<file path="src/rtl/ahb_lite_master_bridge_pkg.sv">
// AHB-Lite master bridge: shared encodings, FSM states and size helpers.
// ST_ERR exists only when AHB_BRIDGE_ERR_EN is defined.
package ahb_lite_master_bridge_pkg;

    localparam logic [1:0] HTRANS_IDLE   = 2'b00;
    localparam logic [1:0] HTRANS_NONSEQ = 2'b10;

    localparam logic [2:0] HSIZE_BYTE    = 3'b000;
    localparam logic [2:0] HSIZE_HALF    = 3'b001;
    localparam logic [2:0] HSIZE_WORD    = 3'b010;
    localparam logic [2:0] HBURST_SINGLE = 3'b000;

    localparam logic HRESP_OKAY  = 1'b0;
    localparam logic HRESP_ERROR = 1'b1;

    localparam logic [1:0] SZ_BYTE = 2'b00;
    localparam logic [1:0] SZ_HALF = 2'b01;
    localparam logic [1:0] SZ_WORD = 2'b10;

    typedef enum logic [1:0] {
        ST_IDLE,
        ST_ADDR,
        ST_DATA
`ifdef AHB_BRIDGE_ERR_EN
        , ST_ERR
`endif
    } state_t;

    // Core size 2'b11 behaves as a word access.
    function automatic logic [1:0] norm_size(input logic [1:0] sz);
        return (sz == 2'b11) ? SZ_WORD : sz;
    endfunction

    function automatic logic misaligned(input logic [1:0] sz,
                                        input logic [1:0] lo);
        logic bad;
        bad = 1'b0;
        unique case (1'b1)
            (sz == SZ_HALF): bad = lo[0];
            (sz == SZ_WORD): bad = |lo;
            default:         bad = 1'b0;
        endcase
        return bad;
    endfunction

    function automatic logic [31:0] align_addr(input logic [31:0] a,
                                               input logic [1:0]  sz);
        logic [31:0] r;
        r = a;
        unique case (1'b1)
            (sz == SZ_HALF): r = {a[31:1], 1'b0};
            (sz == SZ_WORD): r = {a[31:2], 2'b00};
            default:         r = a;
        endcase
        return r;
    endfunction

endpackage

</file>
<file path="src/rtl/ahb_lite_master_bridge_if.sv">
// AHB-Lite master bridge: core request port and AHB-Lite bus signals.
// master = bridge view, slave = core/bus environment view.
interface ahb_lite_master_bridge_if;

    logic        core_rd_en;
    logic        core_wr_en;
    logic [31:0] core_addr;
    logic [31:0] core_wr_data;
    logic [1:0]  core_size;
    logic [31:0] core_rd_data;
    logic        core_rd_vld;
    logic        core_busy;
    logic        core_err;

    logic [31:0] haddr;
    logic [1:0]  htrans;
    logic        hwrite;
    logic [2:0]  hsize;
    logic [2:0]  hburst;
    logic [3:0]  hprot;
    logic        hmastlock;
    logic [31:0] hwdata;
    logic [31:0] hrdata;
    logic        hready;
    logic        hresp;

    modport master (
        input  core_rd_en, core_wr_en, core_addr, core_wr_data, core_size,
        input  hrdata, hready, hresp,
        output core_rd_data, core_rd_vld, core_busy, core_err,
        output haddr, htrans, hwrite, hsize, hburst, hprot, hmastlock,
        output hwdata
    );

    modport slave (
        output core_rd_en, core_wr_en, core_addr, core_wr_data, core_size,
        output hrdata, hready, hresp,
        input  core_rd_data, core_rd_vld, core_busy, core_err,
        input  haddr, htrans, hwrite, hsize, hburst, hprot, hmastlock,
        input  hwdata
    );

endinterface

</file>
<file path="src/rtl/ahb_lane_steer.sv">
// AHB-Lite master bridge: byte/halfword lane steering.
// Write data replicated across lanes; read data extracted and zero-extended.
module ahb_lane_steer
    import ahb_lite_master_bridge_pkg::*;
(
    input  logic [1:0]  wr_size,
    input  logic [31:0] wr_data,
    output logic [31:0] wr_lanes,
    input  logic [1:0]  rd_size,
    input  logic [1:0]  rd_addr_lo,
    input  logic [31:0] rd_bus,
    output logic [31:0] rd_data
);

    // Replicate the right-aligned write datum into every lane it may hit.
    always_comb begin
        wr_lanes = wr_data;
        unique case (1'b1)
            (wr_size == SZ_BYTE): wr_lanes = {4{wr_data[7:0]}};
            (wr_size == SZ_HALF): wr_lanes = {2{wr_data[15:0]}};
            default:              wr_lanes = wr_data;
        endcase
    end

    // Pull the addressed lane down to bit 0 and zero-extend.
    always_comb begin
        rd_data = rd_bus;
        unique case (1'b1)
            (rd_size == SZ_BYTE):
                rd_data = (rd_bus >> {rd_addr_lo, 3'b000}) & 32'h0000_00ff;
            (rd_size == SZ_HALF):
                rd_data = (rd_bus >> {rd_addr_lo[1], 4'b0000}) & 32'h0000_ffff;
            default:
                rd_data = rd_bus;
        endcase
    end

endmodule

</file>
<file path="src/rtl/ahb_lite_master_bridge.sv">
// AHB-Lite master bridge: core rd/wr handshake to AHB-Lite SINGLE transfers.
// AHB_BRIDGE_ERR_EN enables hresp handling and misaligned-request rejection.
module ahb_lite_master_bridge
    import ahb_lite_master_bridge_pkg::*;
#(
    parameter logic [3:0]  HPROT_VAL = 4'b0011,
    parameter logic [31:0] HADDR_RST = 32'h0
) (
    input  logic                      clk,
    input  logic                      rst_n,
    ahb_lite_master_bridge_if.master  bus
);

    state_t      state_q, state_d;
    logic [31:0] haddr_q, haddr_d;
    logic [1:0]  htrans_q, htrans_d;
    logic        hwrite_q, hwrite_d;
    logic [2:0]  hsize_q, hsize_d;
    logic [31:0] hwdata_q, hwdata_d;
    logic [31:0] wdata_q, wdata_d;
    logic        rd_pend_q, rd_pend_d;
    logic [31:0] rd_data_q, rd_data_d;
    logic        rd_vld_q, rd_vld_d;
    logic        err_q, err_d;
    logic        busy_q;

    logic        req;
    logic [1:0]  req_sz;
    logic        req_bad;
    logic [31:0] req_addr;
    logic [31:0] wr_lanes;
    logic [31:0] rd_lane;

    assign req    = bus.core_rd_en | bus.core_wr_en;
    assign req_sz = norm_size(bus.core_size);

`ifdef AHB_BRIDGE_ERR_EN
    assign req_bad  = misaligned(req_sz, bus.core_addr[1:0]);
    assign req_addr = bus.core_addr;
`else
    logic unused_hresp;
    assign unused_hresp = bus.hresp;
    assign req_bad  = 1'b0;
    assign req_addr = align_addr(bus.core_addr, req_sz);
`endif

    ahb_lane_steer u_steer (
        .wr_size    (req_sz),
        .wr_data    (bus.core_wr_data),
        .wr_lanes   (wr_lanes),
        .rd_size    (hsize_q[1:0]),
        .rd_addr_lo (haddr_q[1:0]),
        .rd_bus     (bus.hrdata),
        .rd_data    (rd_lane)
    );

    // Next-state and next-output decode for the transfer FSM.
    always_comb begin
        state_d   = state_q;
        haddr_d   = haddr_q;
        htrans_d  = htrans_q;
        hwrite_d  = hwrite_q;
        hsize_d   = hsize_q;
        hwdata_d  = hwdata_q;
        wdata_d   = wdata_q;
        rd_pend_d = rd_pend_q;
        rd_data_d = rd_data_q;
        rd_vld_d  = 1'b0;
        err_d     = 1'b0;
        unique case (state_q)
            ST_IDLE: begin
                if (req) begin
                    // Write wins when both strobes are high.
                    rd_pend_d = ~bus.core_wr_en;
                    if (req_bad) begin
`ifdef AHB_BRIDGE_ERR_EN
                        state_d = ST_ERR;
`endif
                    end else begin
                        state_d  = ST_ADDR;
                        htrans_d = HTRANS_NONSEQ;
                        haddr_d  = req_addr;
                        hwrite_d = bus.core_wr_en;
                        hsize_d  = {1'b0, req_sz};
                        wdata_d  = wr_lanes;
                    end
                end
            end
            ST_ADDR: begin
                if (bus.hready) begin
                    state_d  = ST_DATA;
                    htrans_d = HTRANS_IDLE;
                    if (hwrite_q) hwdata_d = wdata_q;
                end
            end
            ST_DATA: begin
                if (bus.hready) begin
                    state_d  = ST_IDLE;
                    haddr_d  = HADDR_RST;
                    hwrite_d = 1'b0;
                    hsize_d  = HSIZE_BYTE;
                    rd_vld_d = rd_pend_q;
                    if (rd_pend_q) rd_data_d = rd_lane;
`ifdef AHB_BRIDGE_ERR_EN
                    if (bus.hresp == HRESP_ERROR) begin
                        err_d = 1'b1;
                        if (rd_pend_q) rd_data_d = 32'h0;
                    end
`endif
                end
            end
`ifdef AHB_BRIDGE_ERR_EN
            ST_ERR: begin
                state_d  = ST_IDLE;
                err_d    = 1'b1;
                rd_vld_d = rd_pend_q;
                if (rd_pend_q) rd_data_d = 32'h0;
            end
`endif
            default: state_d = ST_IDLE;
        endcase
    end

    // State and registered outputs; reset abandons any transfer at once.
    always_ff @(posedge clk) begin
        if (!rst_n) begin
            state_q   <= ST_IDLE;
            haddr_q   <= HADDR_RST;
            htrans_q  <= HTRANS_IDLE;
            hwrite_q  <= 1'b0;
            hsize_q   <= HSIZE_BYTE;
            hwdata_q  <= 32'h0;
            wdata_q   <= 32'h0;
            rd_pend_q <= 1'b0;
            rd_data_q <= 32'h0;
            rd_vld_q  <= 1'b0;
            err_q     <= 1'b0;
            busy_q    <= 1'b0;
        end else begin
            state_q   <= state_d;
            haddr_q   <= haddr_d;
            htrans_q  <= htrans_d;
            hwrite_q  <= hwrite_d;
            hsize_q   <= hsize_d;
            hwdata_q  <= hwdata_d;
            wdata_q   <= wdata_d;
            rd_pend_q <= rd_pend_d;
            rd_data_q <= rd_data_d;
            rd_vld_q  <= rd_vld_d;
            err_q     <= err_d;
            busy_q    <= (state_d != ST_IDLE);
        end
    end

    assign bus.haddr        = haddr_q;
    assign bus.htrans       = htrans_q;
    assign bus.hwrite       = hwrite_q;
    assign bus.hsize        = hsize_q;
    assign bus.hburst       = HBURST_SINGLE;
    assign bus.hprot        = HPROT_VAL;
    assign bus.hmastlock    = 1'b0;
    assign bus.hwdata       = hwdata_q;
    assign bus.core_rd_data = rd_data_q;
    assign bus.core_rd_vld  = rd_vld_q;
    assign bus.core_busy    = busy_q;
    assign bus.core_err     = err_q;

endmodule
</file>
<file path="src/flat_wrapper.sv">
// flat-port wrapper written by rule: the top's interface ports become plain ports
module ahb_lite_master_bridge_flat import ahb_lite_master_bridge_pkg::*;
#(
    parameter logic [3:0]  HPROT_VAL = 4'b0011,
    parameter logic [31:0] HADDR_RST = 32'h0
)
  (clk, rst_n, bus_core_rd_en, bus_core_wr_en, bus_core_addr, bus_core_wr_data, bus_core_size, bus_hrdata, bus_hready, bus_hresp, bus_core_rd_data, bus_core_rd_vld, bus_core_busy, bus_core_err, bus_haddr, bus_htrans, bus_hwrite, bus_hsize, bus_hburst, bus_hprot, bus_hmastlock, bus_hwdata);
  ahb_lite_master_bridge_if bus_i ();
  input  logic clk;
  input  logic rst_n;
  input wire logic [$bits(bus_i.core_rd_en)-1:0] bus_core_rd_en;
  input wire logic [$bits(bus_i.core_wr_en)-1:0] bus_core_wr_en;
  input wire logic [$bits(bus_i.core_addr)-1:0] bus_core_addr;
  input wire logic [$bits(bus_i.core_wr_data)-1:0] bus_core_wr_data;
  input wire logic [$bits(bus_i.core_size)-1:0] bus_core_size;
  input wire logic [$bits(bus_i.hrdata)-1:0] bus_hrdata;
  input wire logic [$bits(bus_i.hready)-1:0] bus_hready;
  input wire logic [$bits(bus_i.hresp)-1:0] bus_hresp;
  output wire logic [$bits(bus_i.core_rd_data)-1:0] bus_core_rd_data;
  output wire logic [$bits(bus_i.core_rd_vld)-1:0] bus_core_rd_vld;
  output wire logic [$bits(bus_i.core_busy)-1:0] bus_core_busy;
  output wire logic [$bits(bus_i.core_err)-1:0] bus_core_err;
  output wire logic [$bits(bus_i.haddr)-1:0] bus_haddr;
  output wire logic [$bits(bus_i.htrans)-1:0] bus_htrans;
  output wire logic [$bits(bus_i.hwrite)-1:0] bus_hwrite;
  output wire logic [$bits(bus_i.hsize)-1:0] bus_hsize;
  output wire logic [$bits(bus_i.hburst)-1:0] bus_hburst;
  output wire logic [$bits(bus_i.hprot)-1:0] bus_hprot;
  output wire logic [$bits(bus_i.hmastlock)-1:0] bus_hmastlock;
  output wire logic [$bits(bus_i.hwdata)-1:0] bus_hwdata;
  assign bus_i.core_rd_en = bus_core_rd_en;
  assign bus_i.core_wr_en = bus_core_wr_en;
  assign bus_i.core_addr = bus_core_addr;
  assign bus_i.core_wr_data = bus_core_wr_data;
  assign bus_i.core_size = bus_core_size;
  assign bus_i.hrdata = bus_hrdata;
  assign bus_i.hready = bus_hready;
  assign bus_i.hresp = bus_hresp;
  assign bus_core_rd_data = bus_i.core_rd_data;
  assign bus_core_rd_vld = bus_i.core_rd_vld;
  assign bus_core_busy = bus_i.core_busy;
  assign bus_core_err = bus_i.core_err;
  assign bus_haddr = bus_i.haddr;
  assign bus_htrans = bus_i.htrans;
  assign bus_hwrite = bus_i.hwrite;
  assign bus_hsize = bus_i.hsize;
  assign bus_hburst = bus_i.hburst;
  assign bus_hprot = bus_i.hprot;
  assign bus_hmastlock = bus_i.hmastlock;
  assign bus_hwdata = bus_i.hwdata;
  ahb_lite_master_bridge #(.HPROT_VAL(HPROT_VAL), .HADDR_RST(HADDR_RST)) u_core (.clk(clk), .rst_n(rst_n), .bus(bus_i));
endmodule
</file>
<file path="config.mk">
export PLATFORM = sky130hd
export DESIGN_NAME = ahb_lite_master_bridge_flat
export DESIGN_NICKNAME = d
export VERILOG_FILES = /design/src/rtl/ahb_lite_master_bridge_pkg.sv /design/src/rtl/ahb_lite_master_bridge_if.sv /design/src/rtl/ahb_lane_steer.sv /design/src/rtl/ahb_lite_master_bridge.sv /design/src/flat_wrapper.sv
export SDC_FILE = /design/constraint.sdc
export NUM_CORES = 1
export LEC_CHECK = 0
export BUFFER_PORTS_ARGS = -buffer_cell sky130_fd_sc_hd__buf_2
export CAP_MARGIN = 0
export CORE_ASPECT_RATIO = 0.75
export CORE_MARGIN = 2
export CORE_UTILIZATION = 30
export DETAILED_ROUTE_END_ITERATION = 12
export PLACE_DENSITY = 0.5
export REMOVE_ABC_BUFFERS = 1
export SLEW_MARGIN = 40
export SYNTH_ARGS = -nofsm -noshare
export SYNTH_HDL_FRONTEND = slang
export SYNTH_SLANG_ARGS = --single-unit
</file>
<file path="constraint.sdc">
create_clock -name clk -period 1.85 [get_ports clk]
set_input_delay 0.185 -clock clk [delete_from_list [all_inputs] [get_ports clk]]
set_output_delay 0.185 -clock clk [all_outputs]
set_load 0.01 [all_outputs]
</file>
==> impl_metrics.py <==
metrics = {
    "outcome": {
        "run_status": "finished, final reports clean",
    },
    "placed_design": {
        "dp_cells": 1135,
        "buffer_ports.inserted": 204,
        "pre_cts_slack_ps": 369,
        "hpwl_um": 12500,
        "gp_congestion": 0.737,
    },
    "logic_synthesis": {
        "ys_types": 42,
        "syn_area_per_cell_um2": 8.41,
        "synth_xor_area_share_pct": 0,
        "synthCells": 723,
        "synth-seq-area-share_pct": 45.1,
        "synth-compound-area-share_pct": 25.1,
        "postSynthRegisterBits": 137,
        "synth.mux.area_fraction_pct": 2.80,
        "synthAdderAreaFrac_pct": 0,
        "post-synth-top-area-cell": "sky130_fd_sc_hd__dfxtp_1",
        "synth_warnings": 0,
        "area_share_of_and_or_nand_nor_cells_after_synthesis_pct": 19.2,
        "postSynth.topFlopCell": "sky130_fd_sc_hd__dfxtp_1",
        "synthDominantCellAreaShare_pct": 45.1,
        "post_synth_instance_area_um2": 6080,
        "synth.top_cells.by_area": "sky130_fd_sc_hd__dfxtp_1, sky130_fd_sc_hd__a21oi_1, sky130_fd_sc_hd__nand2_1",
        "synth_top_family_by_area": "compound AO/OA/AOI/OAI gates",
        "number_of_enable_flip_flop_cells_after_synthesis": 0,
        "async_flop_share_pct": 0,
    },
    "layout": {
        "area.sequential_um2": 2740,
        "multiInputGateArea_um2": 2910,
        "final_util_pct": 39.8,
        "layout.filler_cells": 2106,
        "area_growth_syn_to_layout_pct": 31.2,
        "drive_above_1_share_pct": 31.0,
        "post_layout_nonfiller_instances": 1170,
        "finish.net_count": 1001,
    },
    "sta": {
        "worst_pin_slew_ps": 769,
        "unrepaired_setup_endpoints_after_global_routing": "no",
        "timing.final.crit_share_pct": 81.6,
        "final_worst_clock_skew_ps": 10.6,
        "timing.final.crit_period_ps": 1510,
        "clock.fmax_mhz": 663,
        "timing.final.hold_violations": 0,
        "final_count_of_negative_setup_slack_endpoints": 0,
        "slew_viol_final": 0,
        "fin_tns_setup_ps": 0,
        "finalWorstSetupSlack_ps": 341,
        "slew-limit-headroom_pct": 48.7,
    },
    "detailed_routing": {
        "post_drt_via_cell_ratio": 4.97,
        "drt_iter0_markers": 432,
        "detail_route.wirelength_um": 19300,
        "routed_wl_per_cell_um": 16.5,
        "detail_route.drc_violations": 0,
        "vias": 5817,
        "drt_pass1_iterations": 7,
        "final_antenna_net_count": 0,
    },
    "worst_setup_path": {
        "crit_path_start_kind": "register",
        "worstPathRequired_ps": 2150,
        "critPathKind": "reg -> reg",
        "critPathArrivalTime_ps": 1810,
        "path_max_fanout": 33,
        "end_kind": "register",
    },
    "clocking": {
        "cts-htree-levels": 4,
        "clock_buffer_count_from_cts": 17,
        "cts.sinks": 137,
        "cts-root-to-sink-buffers": 2,
        "cts.repair.resized": 0,
        "clk_transition_reported_paths_ps": 60,
        "insertion_delay_ps": 420,
        "clk_root_buffer_cell": "sky130_fd_sc_hd__clkbuf_16",
        "cts_tree": "done",
    },
    "pwr": {
        "power_density_nw_per_um2": 989,
        "share_clk_of_total_power_pct": 46.6,
        "p_int_uw": 5860,
        "power.share.sequential_pct": 40.5,
        "total_power_uw": 7890,
        "sw_ratio_pct": 25.7,
        "power.leakage_uw": 0.00353,
        "ir_drop_mv": 0.481,
        "comb_power_share_pct": 12.9,
        "power_switching_uw": 2030,
    },
    "die": {
        "io_pins": 217,
        "placement_rows": 45,
        "design.core.area_um2": 20000,
        "horizontal_die_dimension_um": 168,
        "die_height_um": 127,
        "initial_standard_cell_utilization_of_the_core_pct": 30.3,
        "die_area_um2": 21400,
    },
    "grt": {
        "grt_pass1_vias": 5624,
        "antenna_found_initial": 3,
        "grt_first_pass_wirelength_um": 30900,
        "grt.overflow.total": 0,
        "maximum_number_of_pins_on_one_net_before_global_route_repair": 60,
        "global_route.usage.total_pct": 18.2,
    },
    "worst_hold_path": {
        "worst_min_delay_path_class": "in -> reg",
    },
    "flow_run": {
        "max_cap_violations": 0,
    },
}
-- cell type report --
type / instances / share of cell area [%]
multi-input combinational: 509 / 36.4
sequential: 137 / 34.4
timing repair buffer: 231 / 17.1
clock buffer: 21 / 5.77
tap: 258 / 4.05
clock inverter: 11 / 2.12
inverter: 1 / 0.0784
antenna: 2 / 0.0628
-- worst max-delay path, stage by stage, from the launching register on --
cell                       delay, ps
sky130_fd_sc_hd__dfxtp_1         460
sky130_fd_sc_hd__buf_4           200
sky130_fd_sc_hd__nand4b_1        150
sky130_fd_sc_hd__buf_12          210
sky130_fd_sc_hd__a221oi_1        260
sky130_fd_sc_hd__a21oi_1         110
-- metrics by stage --
stage / hold slack [ps] / cell area [µm²]
floorplan: 323 / 5650
global placement: 436 / 7330
detailed placement: 441 / 7330
CTS: 0.0323 / 7970
global route: 11.7 / 7970
finish: 17.2 / 7980
-- state kept, by name, summed over array words and instances, names as in the netlist --
register and count:
u_core.bus.core_rd_data 32, u_core.bus.haddr 32, u_core.bus.hwdata 32, u_core.wdata_q 32
u_core.bus.hsize 2, u_core.state_q 2, u_core.bus.core_busy 1, u_core.bus.core_rd_vld 1
u_core.bus.htrans 1, u_core.bus.hwrite 1, u_core.rd_pend_q 1
-- cells in the mapped netlist (2+ instances only) --
master and n:
sky130_fd_sc_hd__or3b_1 6, sky130_fd_sc_hd__mux2_2 8, sky130_fd_sc_hd__o31ai_1 35, sky130_fd_sc_hd__a22oi_1 2, sky130_fd_sc_hd__and4b_1 2, sky130_fd_sc_hd__conb_1 2
sky130_fd_sc_hd__o21ai_0 48, sky130_fd_sc_hd__clkbuf_1 29, sky130_fd_sc_hd__a21oi_1 137, sky130_fd_sc_hd__nor2_1 2, sky130_fd_sc_hd__a221oi_1 8, sky130_fd_sc_hd__buf_1 2
sky130_fd_sc_hd__nand2_1 97, sky130_fd_sc_hd__nand2b_1 3, sky130_fd_sc_hd__mux2i_1 8, sky130_fd_sc_hd__nand4b_1 2, sky130_fd_sc_hd__o21ai_1 6, sky130_fd_sc_hd__nor2b_1 18
sky130_fd_sc_hd__a211oi_1 8, sky130_fd_sc_hd__and3b_1 16, sky130_fd_sc_hd__nand3_1 62, sky130_fd_sc_hd__buf_6 5, sky130_fd_sc_hd__or2_1 2, sky130_fd_sc_hd__dfxtp_1 137
sky130_fd_sc_hd__a311oi_1 10, sky130_fd_sc_hd__o221a_1 2, sky130_fd_sc_hd__o221a_2 4, sky130_fd_sc_hd__buf_2 31, sky130_fd_sc_hd__buf_4 18
-- cell families (layout without fill, tap and decap cells) --
group                  after synthesis  after routing
other                                2             13
flip-flops                         137            137
multiplexers                        16             16
buffers and inverters               86            264
AO/OA/AOI/OAI                      261            261
AND/OR/NAND/NOR                    221            221
-- cell usage in the layout, fill, tap and decap left out, drive strengths merged, types with 4 or more instances in the layout --
cell type	n
buf	230
a21oi	137
dfxtp	137
nand2	97
nand3	62
o21ai	54
o31ai	35
clkbuf	21
nor2b	18
and3b	16
conb	11
a311oi	10
mux2	8
a221oi	8
mux2i	8
a211oi	8
or3b	7
o221a	6
clkinv	5
nor2	5
bufinv	4
-- final timing paths --
kind | endpoint | slack, ps | cells past startpoint | startpoint
max reg2reg | u_core.bus.core_rd_data[1]$_SDFFE_PN0P_ | 340 | 5 | u_core.state_q[1]$_SDFF_PN0_
min reg2reg | u_core.bus.core_rd_data[24]$_SDFFE_PN0P_ | 450 | 2 | u_core.bus.core_rd_data[24]$_SDFFE_PN0P_
min | u_core.bus.haddr[3]$_SDFFE_PN0P_ | 20 | 3 | bus_core_addr[3]
max | u_core.bus.core_rd_data[1]$_SDFFE_PN0P_ | 340 | 5 | u_core.state_q[1]$_SDFF_PN0_
-- power by group through the flow --
| stage | Clock [µW] | Combinational (µW) | Sequential (µW) |
|---|---|---|---|
| global placement | 0 | 1020 | 3260 |
| global route | 3900 | 1130 | 3220 |
| finish | 3670 | 1020 | 3200 |
| floorplan | 0 | 456 | 3320 |
| detailed placement | 0 | 1020 | 3260 |
| CTS | 3760 | 1030 | 3200 |
-- per-layer routing --
layer / vias up / routed length (µm) / part of all wire (%) / global-route usage [%]
met5: - / 13 / 0.067 / 0
met4: 2 / 135 / 0.70 / 4.56
met3: 15 / 1470 / 7.6 / 6.16
met2: 183 / 8350 / 43 / 27.1
met1: 2686 / 9350 / 48 / 25.2
li1: 2931 / - / - / -
-- timing repair --
action                                 in CTS  in global routing
hold buffers                                1                  0
endpoints found under the hold margin       1                  0
setup buffers                               0                  0
setup endpoints to repair                   0                  0
Note: power is estimated with default switching activity, not from simulation.
